$ cat config.mk
export PLATFORM = sky130hd
export DESIGN_NAME = acl_sample_ctrl
export DESIGN_NICKNAME = d
export VERILOG_FILES = /design/src/rtl/acl_ctrl_pkg.sv /design/src/rtl/acl_tick_gen.sv /design/src/rtl/acl_sample_ctrl.sv
export SDC_FILE = /design/constraint.sdc
export NUM_CORES = 1
export LEC_CHECK = 0
export ABC_CLOCK_PERIOD_IN_PS = 2950
export CORE_ASPECT_RATIO = 1.4
export CORE_MARGIN = 5
export CORE_UTILIZATION = 45
export CTS_CLUSTER_SIZE = 40
export DETAILED_ROUTE_END_ITERATION = 7
export DONT_BUFFER_PORTS = 1
export GPL_TIMING_DRIVEN = 0
export SYNTH_ARGS = -nofsm -noshare
export SYNTH_HDL_FRONTEND = slang
export SYNTH_HIERARCHICAL = 1
export SYNTH_SLANG_ARGS = --single-unit
$ cat constraint.sdc
create_clock -name CLK -period 2.95 [get_ports CLK]
set_input_delay 0.4425 -clock CLK [delete_from_list [all_inputs] [get_ports CLK]]
set_output_delay 0.4425 -clock CLK [all_outputs]
set_load 0.05 [all_outputs]
$ cat src/rtl/acl_ctrl_pkg.sv
// Shared definitions for the accelerometer sample controller: axis and
// accumulator widths, the controller state encoding and a sign-extension
// helper used by the averaging datapath.
package acl_ctrl_pkg;

  localparam int AXIS_W = 10;
  localparam int ACC_W  = 12;

  typedef enum logic [1:0] {
    IDLE      = 2'd0,
    WAIT_TICK = 2'd1,
    START     = 2'd2,
    WAIT_DONE = 2'd3
  } acl_state_t;

  // Widen one raw axis sample to accumulator width, preserving its sign.
  function automatic logic signed [ACC_W-1:0] sext_axis(input logic [AXIS_W-1:0] v);
    return {{(ACC_W-AXIS_W){v[AXIS_W-1]}}, v};
  endfunction

endpackage

$ cat src/rtl/acl_tick_gen.sv
// Periodic sample tick generator. Runs only while EN is high, reloads on
// the rising edge of EN and pulses TICK for one cycle every SAMPLE_PERIOD
// cycles, the first pulse landing SAMPLE_PERIOD cycles after EN rises.
module acl_tick_gen #(
  parameter int SAMPLE_PERIOD = 100000
) (
  input  logic CLK,
  input  logic RST,
  input  logic EN,
  output logic TICK
);

  localparam int CNT_W = (SAMPLE_PERIOD > 2) ? $clog2(SAMPLE_PERIOD) : 1;
  localparam logic [CNT_W-1:0] RELOAD = CNT_W'(SAMPLE_PERIOD - 1);

  logic [CNT_W-1:0] cnt;
  logic             en_q;

  // Down-counter that restarts on EN rising and wraps after reaching zero.
  always_ff @(posedge CLK or posedge RST) begin
    if (RST) begin
      cnt  <= '0;
      en_q <= 1'b0;
    end else begin
      en_q <= EN;
      if (EN) begin
        if (!en_q || (cnt == '0)) begin
          cnt <= RELOAD;
        end else begin
          cnt <= cnt - 1'b1;
        end
      end
    end
  end

  // A zero count only counts as a tick once the counter has been reloaded.
  assign TICK = EN && en_q && (cnt == '0);

endmodule

$ cat src/rtl/acl_sample_ctrl.sv
// Accelerometer sample controller: launches one SPI read per sample tick,
// waits (bounded) for the SPI master to finish, and registers the axis data
// for the magnitude converter. Missed completions and overlapping ticks are
// flagged with sticky error bits.
// Build option: define ACL_AVG_EN to average every 4 captures before output.
module acl_sample_ctrl
  import acl_ctrl_pkg::*;
#(
  parameter int SAMPLE_PERIOD = 100000,
  parameter int DONE_TIMEOUT  = 5000
) (
  input  logic              CLK,
  input  logic              RST,
  input  logic              EN,
  output logic              SPI_START,
  input  logic              SPI_DONE,
  input  logic [AXIS_W-1:0] RX_X,
  input  logic [AXIS_W-1:0] RX_Y,
  output logic [AXIS_W-1:0] xAxis,
  output logic [AXIS_W-1:0] yAxis,
  output logic              DATA_VALID,
  output logic              TIMEOUT_ERR,
  output logic              OVERRUN
);

  localparam int WAIT_W = $clog2(DONE_TIMEOUT + 1);
  localparam logic [WAIT_W-1:0] WAIT_LAST = WAIT_W'(DONE_TIMEOUT - 1);

  acl_state_t        state;
  acl_state_t        state_next;
  logic              tick;
  logic [WAIT_W-1:0] wait_cnt;
  logic              capture;
  logic              timeout_hit;
  logic              overrun_hit;

  acl_tick_gen #(
    .SAMPLE_PERIOD(SAMPLE_PERIOD)
  ) u_tick_gen (
    .CLK (CLK),
    .RST (RST),
    .EN  (EN),
    .TICK(tick)
  );

  // Controller state register.
  always_ff @(posedge CLK or posedge RST) begin
    if (RST) begin
      state <= IDLE;
    end else begin
      state <= state_next;
    end
  end

  // Next-state decode plus the capture/timeout/overrun events it implies.
  always_comb begin
    state_next  = state;
    capture     = 1'b0;
    timeout_hit = 1'b0;
    overrun_hit = 1'b0;
    case (state)
      IDLE: begin
        if (EN) begin
          state_next = WAIT_TICK;
        end
      end
      WAIT_TICK: begin
        if (!EN) begin
          state_next = IDLE;
        end else if (tick) begin
          state_next = START;
        end
      end
      START: begin
        overrun_hit = tick;
        state_next  = WAIT_DONE;
      end
      WAIT_DONE: begin
        overrun_hit = tick;
        if (SPI_DONE) begin
          capture    = 1'b1;
          state_next = EN ? WAIT_TICK : IDLE;
        end else if (wait_cnt == WAIT_LAST) begin
          timeout_hit = 1'b1;
          state_next  = EN ? WAIT_TICK : IDLE;
        end
      end
      default: begin
        state_next = IDLE;
      end
    endcase
  end

  assign SPI_START = (state == START);

  // Cycles spent waiting for SPI_DONE; held at zero outside WAIT_DONE.
  always_ff @(posedge CLK or posedge RST) begin
    if (RST) begin
      wait_cnt <= '0;
    end else if (state != WAIT_DONE) begin
      wait_cnt <= '0;
    end else begin
      wait_cnt <= wait_cnt + 1'b1;
    end
  end

  // Sticky error flags, cleared only by reset.
  always_ff @(posedge CLK or posedge RST) begin
    if (RST) begin
      TIMEOUT_ERR <= 1'b0;
      OVERRUN     <= 1'b0;
    end else begin
      if (timeout_hit) begin
        TIMEOUT_ERR <= 1'b1;
      end
      if (overrun_hit) begin
        OVERRUN <= 1'b1;
      end
    end
  end

`ifdef ACL_AVG_EN

  logic signed [ACC_W-1:0] acc_x;
  logic signed [ACC_W-1:0] acc_y;
  logic [1:0]              acc_cnt;
  logic signed [ACC_W-1:0] sum_x;
  logic signed [ACC_W-1:0] sum_y;
  logic signed [ACC_W-1:0] avg_x;
  logic signed [ACC_W-1:0] avg_y;

  assign sum_x = acc_x + sext_axis(RX_X);
  assign sum_y = acc_y + sext_axis(RX_Y);
  assign avg_x = sum_x >>> 2;
  assign avg_y = sum_y >>> 2;

  // Sum four captures, then publish the floored mean and restart; a timeout
  // or a stay in IDLE discards any partial sum.
  always_ff @(posedge CLK or posedge RST) begin
    if (RST) begin
      acc_x      <= '0;
      acc_y      <= '0;
      acc_cnt    <= '0;
      xAxis      <= '0;
      yAxis      <= '0;
      DATA_VALID <= 1'b0;
    end else begin
      DATA_VALID <= 1'b0;
      if (capture) begin
        if (acc_cnt == 2'd3) begin
          xAxis      <= avg_x[AXIS_W-1:0];
          yAxis      <= avg_y[AXIS_W-1:0];
          DATA_VALID <= 1'b1;
          acc_x      <= '0;
          acc_y      <= '0;
          acc_cnt    <= '0;
        end else begin
          acc_x   <= sum_x;
          acc_y   <= sum_y;
          acc_cnt <= acc_cnt + 1'b1;
        end
      end else if (timeout_hit || (state == IDLE)) begin
        acc_x   <= '0;
        acc_y   <= '0;
        acc_cnt <= '0;
      end
    end
  end

`else

  // Register each completed capture straight through to the outputs.
  always_ff @(posedge CLK or posedge RST) begin
    if (RST) begin
      xAxis      <= '0;
      yAxis      <= '0;
      DATA_VALID <= 1'b0;
    end else begin
      DATA_VALID <= capture;
      if (capture) begin
        xAxis <= RX_X;
        yAxis <= RX_Y;
      end
    end
  end

`endif

endmodule
Word level (Yosys, flattened, before mapping)
Index checks and enable logic that the tools add are counted.

Flip-flop bits (word level): 56. Input port bits: 24. Output and inout bits: 24. Word-level logic and storage cells: 42.

Add/subtract/negate cells: 2. Eq/ne operators: 8. Muxes and demuxes: 15. Reduce and logical (&&, ||, !) cells: 8.

Operator list (number): $logic_not A17 Y1 (1); $mux W17 (1); $sub A17 B1 Y17 const B (1); $add A13 B1 Y13 const B (1); $eq A13 B13 Y1 const B (1); $mux W13 (1); $mux W2 (5); $pmux W2 S4 (1); $mux W1 (7); $ne A3 B3 Y1 const B (2); $eq A2 B2 Y1 const B (2); $ne A2 B2 Y1 const B (2); $reduce_and A3 Y1 (1); $eq A2 B1 Y1 const B (1); $logic_and A1 B1 Y1 (2); $logic_not A2 Y1 (1); $reduce_or A2 Y1 (1); $logic_not A1 Y1 (1); $logic_or A1 B1 Y1 (1).

Depth between registers and ports, before layout
Gate-level depths: netlist of run 1.

Depth after elaboration: 5. Gate-level depth with buffers: 7. Mapped depth without buffers: 7.

By module
Netlist of run 1, hierarchy kept.

By module, submodules not included: acl_sample_ctrl (times used 1, cells an instance 127, area each 1620.3 um^2, seq. area each 950.9 um^2); acl_tick_gen (times used 1, cells an instance 98, area each 1001.0 um^2, seq. area each 450.4 um^2).

Least setup slack after synthesis of run 1
OpenSTA, ideal clock, no wires.

Path type: input -> register. Start point: input EN. End point: register state[0]. Setup time: 128 ps. Data arrival time: 1692 ps. Required time: 2822 ps. Setup slack: 1130 ps. Stages on the path: 7. Path buffers: 1. Path through: buf_2 -> nor2b_1 -> nand3_1 -> nor4_1 -> a21boi_0 -> o22ai_1 -> o31ai_1.

Word-level cells in the longest chain between the ends: 4. Elaborated cells between the ends (all ways): 10. Classes of those cells: eq/ne (2); mux (5); reduce/logical (3).

Ends and longest elaborated chain: start: declaration (RTL line acl_sample_ctrl.sv:14) `input logic EN,`; $logic_and A1 B1 Y1 (2 in series) (RTL line acl_tick_gen.sv:37) `assign TICK = EN && en_q && (cnt == '0);`; net tick (RTL line acl_sample_ctrl.sv:31) `logic tick;`; $ne A3 B3 Y1 (no source line); $reduce_and A3 Y1 (no source line); end signal: assignment (RTL line acl_sample_ctrl.sv:51) `state <= state_next;`; end: declaration (RTL line acl_sample_ctrl.sv:29) `acl_state_t state;`.

The timed path passes the listed nets, and every way through them passes these cells. The select of a mux whose other input is x is not followed. A chain may end at the register's enable or synchronous reset.

==> impl_metrics.csv, run 1 <==
group,metric,value,unit
timing,tns,0,ps
timing,fmax,463,MHz
drt,vias,1711,
placed_design,gp_congestion,0.773,
layout,nets,259,
setup_path,worstReg2RegEnd,"state[0]$_DFFE_PP0P_",
drt,wire_per_inst,16.1,um
pwr,power_leakage,1.23,nW
pwr,p_comb_frac,0.049,
layout,fillers,525,
placed_design,placed_area,2710,um2
setup_path,reg2regPathDepth,6,
job,cap_violations,0,
yosys,synth_seq_cells,56,
clocking,cts_buffer_depth,2,
timing,hold_viol_final,0,
yosys,synth_simple_gate_area_frac,0.213,
clocking,ctsHoldBuffers,0,
timing,skew,10.2,ps
yosys,synth-compound-area-share,0.0797,
grt,grt_pass1_wl,8160,um
grt,grt_max_degree,39,
pwr,pwr-share-seq,0.614,
setup_path,cp-endpoint,"SPI_START",
timing,fin_crit,2160,ps
pwr,p_int,0.997,mW
pwr,p_sw,0.306,mW
timing,slew_headroom,0.272,
layout,layout-drive-gt1-share,0.219,
placed_design,place_ws,806,ps
drt,postRouteAntennaNets,0,
hold_path,hold_path.class,"input pin to asynchronous set/reset pin",
floorplan,ioPinCount,48,
pwr,clockPowerShare,0.336,
yosys,syn_avg_cell_area,11.7,um2
clocking,htreeDepth,2,
clocking,clkTransAtPathRegs,100,ps
layout,area_growth,7.02,%
yosys,synth_mux_area_frac,0.0859,
floorplan,core_area,5780,um2
yosys,synth_fa_ha_area_frac,0.0143,
grt,overflow,0,
yosys,synth-edff-count,0,
grt,antenna_found_initial,0,
clocking,root_buffer,"clkbuf_8",
timing,setup_viol,0,
yosys,syn_area,2620,um2
grt,grt_busiest_layer,"met2",
clocking,numCtsBuffers,5,
drt,firstDrtPassIters,4,
clocking,clk_latency,310,ps
timing,drv_slew,0,
setup_path,start_kind,"register",
yosys,ys_top_cells_by_area,"dfrtp_1 53%, mux2_2 8.6%, xnor2_1 2.7%, nand3_1 2.3%, nand2_1 2.3%",
yosys,ys_seq_area_frac,0.535,
drt,vias_per_cell,5.65,
setup_path,cp-end-kind,"primary output",
clocking,post_cts_buffers,0,
pwr,p_per_area,464,nW/um2
outcome,status,"finished, final reports clean",
timing,grt_setup_unrepaired,"false",
yosys,synth_cell_types,45,
timing,worstMarginPinSlew,1090,ps
floorplan,dieWidth,74.5,um
grt,grt.total_usage,0.139,
floorplan,rows,33,
grt,gr-usage-met1,0.169,
yosys,yosys_warnings,6,
floorplan,die_y,100,um
floorplan,start_util,0.453,
grt,grt_util_met2,0.230,
yosys,synth_xor_area_frac,0.0468,
layout,multi_input_area,1150,um2
floorplan,dieArea,7470,um2
yosys,async_reset_ff_frac,1.00,
layout,stdcell_area,2810,um2
layout,antennaDiodeCount,0,
setup_path,required,2510,ps
drt,wl,4870,um
timing,finalCritPeriodShare,0.732,
yosys,yosys_most_used_dff,"dfrtp_1",
clocking,postCtsResizedCells,0,
yosys,synth_nets,252,
pwr,switching_share,0.235,
yosys,synth_top_cell_area_share,0.535,
setup_path,crit_path_max_fanout,9,
grt,grt_pass1_vias,1727,
placed_design,port_buffers,0,
setup_path,crit_arrival,1720,ps
clocking,cts_tree,"yes",
layout,seq_area,1400,um2
yosys,synthCells,225,
setup_path,path_class,"register to primary output",
drt,drc,0,
clocking,clkSinkCount,56,
drt,drt_iter0_drc,64,
setup_path,reg2reg_from,"u_tick_gen/cnt[4]$_DFFE_PP0P_",
yosys,yosys.area.top_type,"dfrtp_1",
pwr,vdd_ir_drop_max,309,uV
setup_path,r2r_setup_slack,870,ps
placed_design,dp_hpwl,3600,um
grt,use_met3,0.0451,
timing,timing.final.ws_setup,791,ps
yosys,synth_top_family_by_area,"simple AND/OR/NAND/NOR gates",
==> registers in the layout, summed over array words and instances (netlist names), named ones only <==
register,cells
TIMEOUT_ERR,1
u_tick_gen/en_q,1
state,1
yAxis,10
xAxis,10
DATA_VALID,1
wait_cnt,13
u_tick_gen/cnt,17
OVERRUN,1
==> through the flow <==
step                      hold slack (ps)  std cells   util  power (mW)
after floorplan                       381        225      -       0.866
after global placement                474        295  0.469       0.881
after detailed placement              474        295  0.469       0.882
after CTS                             140        303  0.485        1.33
after global routing                  127        303  0.485        1.37
final                                 123        303  0.485        1.30
==> logic make-up (layout without fill, tap and decap cells) <==
group | after synthesis | after routing
and+or+nand+nor | 86 | 86
DFF | 56 | 56
AOI/OAI and AO/OA | 30 | 30
muxes | 20 | 20
buffers and inverters | 16 | 24
xor gates and xnor gates | 14 | 14
adders and majority gates | 3 | 3
==> worst min-delay path by stage <==
| stage | startpoint | end | cells after the start |
|---|---|---|---|
| after global routing | EN | u_tick_gen/en_q$_DFF_PP0_ | 0 |
| final | RST | u_tick_gen/cnt[5]$_DFFE_PP0P_ | 1 |
| after CTS | RST | u_tick_gen/cnt[12]$_DFFE_PP0P_ | 1 |
| after detailed placement | EN | u_tick_gen/en_q$_DFF_PP0_ | 0 |
| after global placement | EN | u_tick_gen/en_q$_DFF_PP0_ | 0 |
| after floorplan | RST | u_tick_gen/cnt[0]$_DFFE_PP0P_ | 1 |
==> cells in the mapped netlist, types with 2 or more instances <==
master,instances
xor2_1,6
inv_1,10
mux2_2,20
or3_1,4
nor3_1,3
nand2_1,16
nand4_1,3
o21ai_0,7
xnor2_1,8
a21oi_1,8
nor4_4,2
or4_1,7
nor4_1,3
nor2b_1,3
buf_2,4
nor2_1,15
dfrtp_1,56
nand4_2,2
or3_2,2
a21o_1,2
o31ai_1,7
ha_1,3
nand3_1,12
==> worst max-delay path: stages (launching register included) <==
cell and delay [ps]:
dfrtp_1 330, clkbuf_2 190, nor2b_1 880
==> cells in the final DEF, fill, tap and decap left out, types with 4 or more instances in the layout <==
cell,netlist,final
o21ai_0,7,7
inv_1,10,9
mux2_2,20,20
xnor2_1,8,8
or3_1,4,4
xor2_1,6,6
buf_2,4,4
clkbuf_8,0,6
nor2_1,15,15
a21oi_1,8,8
dfrtp_1,56,56
nand2_1,16,16
or4_1,7,7
o31ai_1,7,7
nand3_1,12,12
==> area by class of cell <==
class	instances	share of cell area
clock inverters	2	0.00491
clock buffers	6	0.0294
flip-flops and latches	56	0.500
multi-input cells	153	0.411
plain buffers	6	0.0103
inverters	10	0.0134
well taps	70	0.0312
==> metal layers <==
metal / up-vias / wire length (um)
li1: 816 / -
met1: 848 / 2010
met2: 40 / 2530
met3: 7 / 255
met4: 0 / 63
met5: - / 0
==> power by group through the flow <==
stage                     sequential [mW]  clock [mW]  combinational [mW]
after floorplan                     0.812           0              0.0540
after global placement              0.816           0              0.0650
after detailed placement            0.816           0              0.0661
after CTS                           0.801       0.461              0.0672
after global routing                0.803       0.490              0.0762
final                               0.800       0.438              0.0643
Note: power is estimated with default switching activity, not from simulation.
==> inputs of run 2 (changes only) <==
--- a/config.mk
+++ b/config.mk
@@ -5,7 +5,7 @@
 export SDC_FILE = /design/constraint.sdc
 export NUM_CORES = 1
 export LEC_CHECK = 0
-export ABC_CLOCK_PERIOD_IN_PS = 2950
+export ABC_CLOCK_PERIOD_IN_PS = 2000
 export CORE_ASPECT_RATIO = 1.4
 export CORE_MARGIN = 5
 export CORE_UTILIZATION = 45
==> constraint.sdc (replaced) <==
create_clock -name CLK -period 2 [get_ports CLK]
set_input_delay 0.3 -clock CLK [delete_from_list [all_inputs] [get_ports CLK]]
set_output_delay 0.3 -clock CLK [all_outputs]
set_load 0.05 [all_outputs]
==> run 2 against run 1 <==
The run now ends with negative hold slack left. Die area unchanged. Utilization increased by 1.3 points. First-iteration DRC count decreased by 11%. Wire length increased by 1.6%. Sequential cell count unchanged. Register-to-register slack got worse by 730 ps. Sequential power increased by 48%. Largest cell class unchanged. Hold slack got worse by 140 ps. Combinational power increased by 51%. Via count increased by 0.23%. Final area increased by 2.6%. Clock-buffer cell count unchanged.
==> impl_metrics.csv, run 2 (synthesis results as in run 1) <==
group,metric,value,unit
setup_path,crit_path_cell_trace,"nor4_4, nand4_4, nor4_4, a21boi_1, o22ai_1, o31ai_1",
outcome,status,"finished, violations left",
timing,drv_slew,0,
layout,nets,264,
setup_path,cp_num_cells,6,
setup_path,startpoint,"u_tick_gen/cnt[8]$_DFFE_PP0P_",
clocking,clkTransAtPathRegs,100,ps
setup_path,reg2regPathDepth,6,
placed_design,place_ws,-125,ps
setup_path,cp-endpoint,"state[0]$_DFFE_PP0P_",
outcome,violations,"negative hold slack",
pwr,pwr-share-seq,0.613,
layout,area_growth,9.79,%
setup_path,crit_arrival,2060,ps
layout,layout-drive-gt1-share,0.244,
setup_path,cp_slowest_stage_delay,470,ps
setup_path,cpLargestDelayFamily,"simple AND/OR/NAND/NOR gates",
timing,fin_crit,1860,ps
pwr,vdd_ir_drop_max,455,uV
timing,grt_setup_unrepaired,"false",
floorplan,dieWidth,74.5,um
placed_design,port_buffers,0,
layout,top_regs,"u_tick_gen/cnt x17, wait_cnt x13",
timing,worstMarginPinSlew,757,ps
clocking,clkSinkCount,56,
layout,antennaDiodeCount,0,
timing,fmax,538,MHz
setup_path,crit_path_max_fanout,6,
setup_path,cp_num_buf_inv,0,
timing,tns,0,ps
timing,hold_viol_final,23,
placed_design,dp_hpwl,3600,um
floorplan,core_area,5780,um2
setup_path,start_kind,"register",
hold_path,hold_path.class,"input pin to asynchronous set/reset pin",
layout,largest_reg_flops,17,
grt,grt_pass1_wl,8160,um
timing,skew,11.5,ps
setup_path,path_class,"register to register",
clocking,numCtsBuffers,5,
setup_path,cpMostUsedCell,"nor4_4",
drt,drt_iter0_drc,57,
grt,antenna_found_initial,0,
pwr,p_per_area,669,nW/um2
drt,vias,1715,
timing,slew_headroom,0.494,
floorplan,dieArea,7470,um2
timing,setup_viol,0,
layout,layout_common_cells,"55 x dfrtp_1, 20 x mux2_2, 16 x nand2_1",
drt,firstDrtPassIters,4,
grt,overflow,0,
pwr,p_sw,0.454,mW
layout,mostFrequentLayoutCell,"dfrtp_1",
floorplan,die_y,100,um
grt,grt_pass1_vias,1729,
placed_design,gp_congestion,0.773,
pwr,total_power,1.93,mW
pwr,clockPowerShare,0.336,
drt,drc,0,
floorplan,start_util,0.453,
clocking,root_buffer,"clkbuf_8",
setup_path,r2r_setup_slack,140,ps
setup_path,reg2reg_from,"u_tick_gen/cnt[8]$_DFFE_PP0P_",
timing,timing.final.ws_setup,142,ps
pwr,power_leakage,1.25,nW
grt,grt.total_usage,0.140,
pwr,p_int,1.47,mW
setup_path,worstReg2RegEnd,"state[0]$_DFFE_PP0P_",
layout,largest-register,"u_tick_gen/cnt",
job,cap_violations,0,
clocking,clk_latency,310,ps
clocking,htreeDepth,2,
floorplan,rows,33,
drt,wl,4940,um
setup_path,crit_slowest_cell,"dfrtp_2",
pwr,switching_share,0.236,
setup_path,required,2200,ps
drt,postRouteAntennaNets,0,
timing,finalCritPeriodShare,0.929,
timing,holdWs,-19.8,ps
setup_path,cp-end-kind,"register",
drt,vias_per_cell,5.57,
clocking,cts_tree,"yes",
floorplan,ioPinCount,48,
drt,wire_per_inst,16.0,um
pwr,p_comb_frac,0.050,
clocking,cts_buffer_depth,2,
grt,grt_max_degree,39,
run 2: changes by cell type in the layout (fill, tap and decap cells not counted), sizes merged:
cell / before / now
buf: 4 / 8
dlygate4sd3: 0 / 1
run 2: repair_timing:
action                     4_1_cts  5_1_grt
pin swaps                        0        3
hold buffers                     1        0
buffers inserted                 0        4
setup endpoints to repair        2        1
hold endpoints to repair         1        0
resized for setup                2        5
run 2: worst min-delay path by stage:
stage | start | end | slack [ps] | cells past startpoint
after floorplan | RST | u_tick_gen/cnt[0]$_DFFE_PP0P_ | 240 | 1
after global placement | EN | u_tick_gen/en_q$_DFF_PP0_ | 330 | 0
after detailed placement | EN | u_tick_gen/en_q$_DFF_PP0_ | 330 | 0
after CTS | RST | u_tick_gen/cnt[12]$_DFFE_PP0P_ | 2 | 1
after global routing | RST | u_tick_gen/cnt[5]$_DFFE_PP0P_ | 30 | 1
final | RST | u_tick_gen/cnt[5]$_DFFE_PP0P_ | -20 | 1
run 2: cell type report:
type,count,area [um2]
buffer,6,28.8
sequential,56,1400
clock buffer,6,82.6
fill,527,2900
multi-input combinational,153,1180
tap,70,87.6
timing repair buffer,5,40.0
inverter,10,37.5
clock inverter,2,13.8
run 2: power by group through the flow:
stage	Combinational (mW)	Clock, mW	Sequential (mW)
finish	0.0972	0.647	1.18
detailed placement	0.0975	0	1.20
CTS	0.101	0.679	1.18
global route	0.115	0.720	1.18
floorplan	0.0797	0	1.20
global placement	0.0958	0	1.20
run 2: per-layer routing:
layer | GRT usage | share of wire | vias to the layer above | wire length, um
met3 | 0.0501 | 0.057 | 7 | 283
met1 | 0.165 | 0.41 | 847 | 2040
met2 | 0.232 | 0.52 | 36 | 2550
met5 | 0 | 0 | - | 0
met4 | 0.0466 | 0.013 | 0 | 63
li1 | - | - | 825 | -
run 2: stage by stage:
stage,instance area (um2),std cells,utilization
6_report,2880,308,0.498
5_1_grt,2880,308,0.498
4_1_cts,2820,304,0.489
3_5_place_dp,2710,295,0.469
3_3_place_gp,2710,295,0.469
2_1_floorplan,2620,225,-
